`src/rtl/stopwatch_pkg.sv`:
```
// Shared definitions for the stopwatch control path: FSM state encodings,
// the BCD ceiling of the 4-digit counter and the prescaler width helper.
package stopwatch_pkg;

    typedef enum logic [1:0] {
        IDLE  = 2'd0,
        RUN   = 2'd1,
        PAUSE = 2'd2,
        DONE  = 2'd3
    } state_t;

    localparam logic [15:0] BCD_MAX = 16'h9999;

    // Bits needed to hold 0..div-1; never less than one bit.
    function automatic int unsigned presc_width(input int unsigned div);
        return (div <= 2) ? 1 : $clog2(div);
    endfunction

endpackage

```
`src/rtl/stopwatch_ctrl_tick_prescaler.sv`:
```
// Divide-by-TICK_DIV phase counter. Counts while run_i is high, holds its
// phase otherwise, and is forced to zero by zero_i. tc_o flags the cycle in
// which the counter sits at TICK_DIV-1 and is allowed to advance.
module tick_prescaler
    import stopwatch_pkg::*;
#(
    parameter int unsigned TICK_DIV = 100000
)
(
    input  logic clk_i,
    input  logic rst_i,
    input  logic run_i,
    input  logic zero_i,
    output logic tc_o
);

    localparam int unsigned    W    = presc_width(TICK_DIV);
    localparam logic [W-1:0]   LAST = W'(TICK_DIV - 1);

    logic [W-1:0] p;

    assign tc_o = run_i && (p == LAST);

    // Phase counter: clear has priority, then wrap at LAST, else hold.
    always_ff @(posedge clk_i or posedge rst_i) begin
        if (rst_i) begin
            p <= '0;
        end else if (zero_i) begin
            p <= '0;
        end else if (run_i) begin
            if (p == LAST)
                p <= '0;
            else
                p <= p + 1'b1;
        end
    end

endmodule

```
`src/rtl/stopwatch_ctrl.sv`:
```
// Stopwatch sequencer: turns start/stop/lap/clear pulses into a count-enable
// pulse train and a clear pulse for the external BCD counter, stops at 9999
// and keeps a lap-freezable copy of the count for the display.
module stopwatch_ctrl
    import stopwatch_pkg::*;
#(
    parameter int unsigned TICK_DIV = 100000
)
(
    input  logic        clk_i,
    input  logic        rst_i,
    input  logic        start_i,
    input  logic        stop_i,
    input  logic        lap_i,
    input  logic        clear_i,
    input  logic [15:0] cnt_i,
    output logic        cnt_en_o,
    output logic        cnt_rst_o,
    output logic [15:0] disp_o,
    output logic [1:0]  state_o,
    output logic        ovf_o
);

    state_t state;
    logic   freeze;
    logic   freeze_nx;

    // Decoded commands: each is high only when it is the acting command.
    logic clr;
    logic stp;
    logic sta;
    logic lapv;

    logic zero;
    logic run;
    logic tc;
    logic at_max;

    // Command arbitration: clear > stop > start > lap, with a command that
    // does not apply in the current state dropping out of the arbitration.
    always_comb begin
        clr  = clear_i;
        stp  = 1'b0;
        sta  = 1'b0;
        lapv = 1'b0;
        if (!clear_i) begin
            case (state)
                IDLE: begin
                    sta = start_i;
                end
                RUN: begin
                    stp  = stop_i;
                    lapv = lap_i && !stop_i;
                end
                PAUSE: begin
                    sta  = start_i;
                    lapv = lap_i && !start_i;
                end
                default: begin
                end
            endcase
        end
    end

    // A stop in RUN freezes the phase in the same cycle, so run excludes it.
    assign zero   = clr || (sta && (state == IDLE));
    assign run    = (state == RUN) && !clr && !stp;
    assign at_max = (cnt_i == BCD_MAX);

    tick_prescaler #(
        .TICK_DIV (TICK_DIV)
    ) u_presc (
        .clk_i  (clk_i),
        .rst_i  (rst_i),
        .run_i  (run),
        .zero_i (zero),
        .tc_o   (tc)
    );

    // Next value of the lap freeze flag.
    always_comb begin
        freeze_nx = freeze;
        if (clr)
            freeze_nx = 1'b0;
        else if (state == DONE)
            freeze_nx = 1'b0;
        else if (tc && at_max)
            freeze_nx = 1'b0;
        else if (lapv)
            freeze_nx = ~freeze;
    end

    // FSM with registered counter controls, overflow flag and display copy.
    always_ff @(posedge clk_i or posedge rst_i) begin
        if (rst_i) begin
            state     <= IDLE;
            freeze    <= 1'b0;
            cnt_en_o  <= 1'b0;
            cnt_rst_o <= 1'b1;
            disp_o    <= '0;
            ovf_o     <= 1'b0;
        end else begin
            cnt_en_o  <= 1'b0;
            cnt_rst_o <= clr;
            freeze    <= freeze_nx;

            // Display holds only while the flag stays set across this edge;
            // the capturing edge and the releasing edge both load cnt_i.
            if (!(freeze && freeze_nx))
                disp_o <= cnt_i;

            if (clr) begin
                state <= IDLE;
                ovf_o <= 1'b0;
            end else begin
                case (state)
                    IDLE: begin
                        if (sta)
                            state <= RUN;
                    end
                    RUN: begin
                        if (stp) begin
                            state <= PAUSE;
                        end else if (tc) begin
                            if (at_max) begin
                                state <= DONE;
                                ovf_o <= 1'b1;
                            end else begin
                                cnt_en_o <= 1'b1;
                            end
                        end
                    end
                    PAUSE: begin
                        if (sta)
                            state <= RUN;
                    end
                    DONE: begin
                        state <= DONE;
                    end
                    default: begin
                        state <= IDLE;
                    end
                endcase
            end
        end
    end

    assign state_o = state;

endmodule

```
`config.mk`:
```
export PLATFORM = sky130hd
export DESIGN_NAME = stopwatch_ctrl
export DESIGN_NICKNAME = d
export VERILOG_FILES = /design/src/rtl/stopwatch_pkg.sv /design/src/rtl/stopwatch_ctrl_tick_prescaler.sv /design/src/rtl/stopwatch_ctrl.sv
export SDC_FILE = /design/constraint.sdc
export NUM_CORES = 1
export LEC_CHECK = 0
export ABC_AREA = 1
export ABC_CLOCK_PERIOD_IN_PS = 5290
export CELL_PAD_IN_SITES_DETAIL_PLACEMENT = 1
export CELL_PAD_IN_SITES_GLOBAL_PLACEMENT = 1
export CORE_MARGIN = 2
export CORE_UTILIZATION = 35
export CTS_BUF_LIST = sky130_fd_sc_hd__clkbuf_8
export CTS_CLUSTER_SIZE = 30
export DETAILED_ROUTE_END_ITERATION = 10
export PLACE_DENSITY = 0.72
export SLEW_MARGIN = 5
export SYNTH_ARGS = -nofsm -noshare
export SYNTH_HDL_FRONTEND = slang
export SYNTH_HIERARCHICAL = 1
export SYNTH_SLANG_ARGS = --single-unit
```
`constraint.sdc`:
```
create_clock -name clk_i -period 5.29 [get_ports clk_i]
set_input_delay 1.058 -clock clk_i [delete_from_list [all_inputs] [get_ports clk_i]]
set_output_delay 1.058 -clock clk_i [all_outputs]
set_load 0.05 [all_outputs]
```
==> out/results.ini <==
[status]
status = finished clean

[timing]
tightest_slew_ns = 0.863
setup_viol = 0
hold_viol = 0
fin_ws_ns = 2.41
rsz0062_at_grt = false
slew_viol_final = 0
fmax_ghz = 0.347
finalCriticalPeriod_ns = 2.88
post-route-period-util_pct = 54.5
max_slew_margin_pct = 42.4
timing.setup.tns_ns = 0
clock_skew_ns = 0.00832

[detailed_routing]
drt_iter0_drc = 75
post_drt_wl_per_cell_um = 13.6
route.detailed.drc = 0
antenna_left = 0
routed-via-count = 2082
drt-total-wl_mm = 5.87
routed_via_density = 4.83
dr.pass1.iters = 4

[cts]
cts.sinks = 39
cts_tree = built
clk_latency_ns = 0.29
post_cts_buffers = 0
hold_buffers = 0
ctsResizeCount = 0
clk_pin_slew_ns = 0.08
cts-root-buf = clkbuf_8
cts-buffers-inserted = 5
h-tree-depth = 2
clock_path_buffers = 2

[power]
p_switching_mw = 0.269
p_comb_share_pct = 28.1
seqPwrFrac_pct = 45.4
p_per_area_mw_per_mm2 = 257
peakVddDrop_uv = 127
p_clk_share_pct = 26.5
intPower_mw = 0.482
switching_share_pct = 35.9
p_leak_nw = 1.35

[setup_path]
crit_family = simple AND/OR/NAND/NOR gates
cp_cell_sequence = clkdlybuf4s50_1 > inv_2 > nand3_1 > inv_1 > nand3_4 > inv_1 > nand3_2 > nand4_4 > nand2_1 > nand2_1
critical_path_arrival_ns = 3.11
r2r-start = state_o[1]$_DFFE_PP0P_
cp.required_ns = 5.52
timing.rr.end = disp_o[10]$_DFFE_PP0N_
reg2reg_depth = 10
critPathCaptureType = register
crit_fanout = 20
crit_type = in2reg
cp.buffers_inverters = 4
max_stage_delay_ns = 0.47
worstSetupStartpointType = input pin
crit_slowest_cell = clkdlybuf4s50_1
ff2ff_setup_slack_ns = 3.06

[synth]
avgSynthCellArea_um2 = 7.79
syn_nets = 336
netlist_area_mm2 = 0.00240
synthAdderAreaFrac_pct = 3.13
synth-seq-area-share_pct = 40.7
synth_warnings = 6
synth_mux_area_share_pct = 0
synth_compound_area_share_pct = 2.71
ys_ff_latch = 39
ys_types = 35
synth_top_family_by_area = simple AND/OR/NAND/NOR gates
synth_cells = 308
yosys.area_share.simple_pct = 41.5
synth-xor-area-share_pct = 1.46

[cells_and_area]
multi_input_area_mm2 = 0.00117
final-seq-area_um2 = 977
mostFrequentLayoutCells = nand2_1 (96), clkdlybuf4s50_1 (42), dfrtp_1 (38)
fillCellCount = 832
syn_to_final_growth_pct = 21.8
final_common_cell = nand2_1
drive_gt1_share_pct = 12.5
antenna_cells = 0
finalNetCount = 378

[floorplan]
io_pins = 43
die-area_mm2 = 0.00753
die_y_um = 86.8
dieWidth_um = 86.8
initial_utilization_pct = 35.7
rows = 30
core-area_mm2 = 0.00672

[hold_path]
hold_depth = 2
min_to = u_presc/p[16]$_DFFE_PP0P_
hold_path.class = reg2reg
worstHoldStart = u_presc/p[16]$_DFFE_PP0P_

[placed_design]
io_buffers = 42
finalWeightedCongestion = 0.743
dp_slack_ns = 2.07
place_hpwl_mm = 4.57

[global_route]
grt_first_pass_wirelength_mm = 9.90
grtUsageTotal_pct = 16.8
grt_max_degree = 23
antenna_found_initial = 0
overflow = 0
grt_pass1_vias = 2135

[run]
drv_cap = 0

==> power groups by stage <==
| stage | Sequential [mW] | Clock, mW | Combinational, mW |
|---|---|---|---|
| 6_report | 0.341 | 0.199 | 0.211 |
| 4_1_cts | 0.341 | 0.211 | 0.216 |
| 5_1_grt | 0.344 | 0.219 | 0.232 |
| 2_1_floorplan | 0.390 | 0 | 0.104 |
| 3_3_place_gp | 0.347 | 0 | 0.210 |
| 3_5_place_dp | 0.347 | 0 | 0.215 |
==> cell usage after synthesis, drive strengths merged <==
master / n / area [um^2]
inv: 40 / 150
nor2: 47 / 238
buf: 6 / 70.1
and2: 1 / 6.26
bufinv: 1 / 17.5
o21a: 1 / 7.51
nand3: 16 / 108
nand4: 23 / 165
dfstp: 1 / 26.3
a21oi: 4 / 20.0
dfrtp: 38 / 951
clkbuf: 1 / 13.8
xor2: 3 / 26.3
o21ai: 6 / 30.0
o211ai: 1 / 7.51
xnor2: 1 / 8.76
ha: 6 / 75.1
nor3: 3 / 15.0
nand3b: 1 / 7.51
nand2: 108 / 455
==> how the worst max path moves through the flow <==
stage	from	endpoint	slack (ns)	depth (start not counted)
after detailed placement	clear_i	disp_o[10]$_DFFE_PP0N_	2.07	10
after global routing	clear_i	disp_o[8]$_DFFE_PP0N_	2.17	10
after floorplan	clear_i	disp_o[15]$_DFFE_PP0N_	3.05	10
after CTS	clear_i	disp_o[10]$_DFFE_PP0N_	2.38	10
final	clear_i	disp_o[10]$_DFFE_PP0N_	2.41	10
after global placement	clear_i	disp_o[12]$_DFFE_PP0N_	2.16	10
==> area by class of cell <==
| type | count | area share [%] |
|---|---|---|
| clock buffers | 5 | 2.36 |
| clock inverters | 3 | 0.557 |
| inverters | 41 | 5.74 |
| multi-input cells | 221 | 40.1 |
| flip-flops and latches | 39 | 33.5 |
| well taps | 80 | 3.43 |
| repair buffers | 42 | 14.4 |
==> per-stage QoR <==
| stage | total power, mW | area (um^2) | utilization [%] | hold WS (ns) | instances |
|---|---|---|---|---|---|
| floorplan | 0.494 | 2400 | - | 0.471 | 308 |
| global placement | 0.556 | 2840 | 42.2 | 0.488 | 423 |
| detailed placement | 0.561 | 2840 | 42.2 | 0.499 | 423 |
| CTS | 0.767 | 2920 | 43.5 | 0.520 | 431 |
| global route | 0.795 | 2920 | 43.5 | 0.547 | 431 |
| finish | 0.751 | 2920 | 43.5 | 0.522 | 431 |
==> worst min-delay path, cell delays in order (launching register included) <==
cell	delay (ns)
dfrtp_1	0.37
nand2_1	0.06
nand2_1	0.06
==> flip-flops by register name, indices dropped and copies added (netlist names) <==
name,count
cnt_en_o,1
cnt_rst_o,1
disp_o,16
freeze,1
ovf_o,1
state_o,2
u_presc/p,17
==> metal layers <==
layer | vias to the layer above | part of all wire (%) | global-route usage, %
met3 | 4 | 2.2 | 2.67
li1 | 1049 | - | -
met2 | 24 | 50 | 28.9
met5 | - | 0 | 0
met1 | 1005 | 46 | 21.6
met4 | 0 | 0.95 | 5.11
==> cells by family (layout without fill, tap and decap cells) <==
| logic type | Yosys count | count (layout) |
|---|---|---|
| compound gates | 12 | 12 |
| xor+xnor | 4 | 4 |
| fa+ha+maj | 6 | 6 |
| buf+inv | 48 | 91 |
| flops | 39 | 39 |
| simple gates | 199 | 199 |
Power figures use the tool's default switching activity.
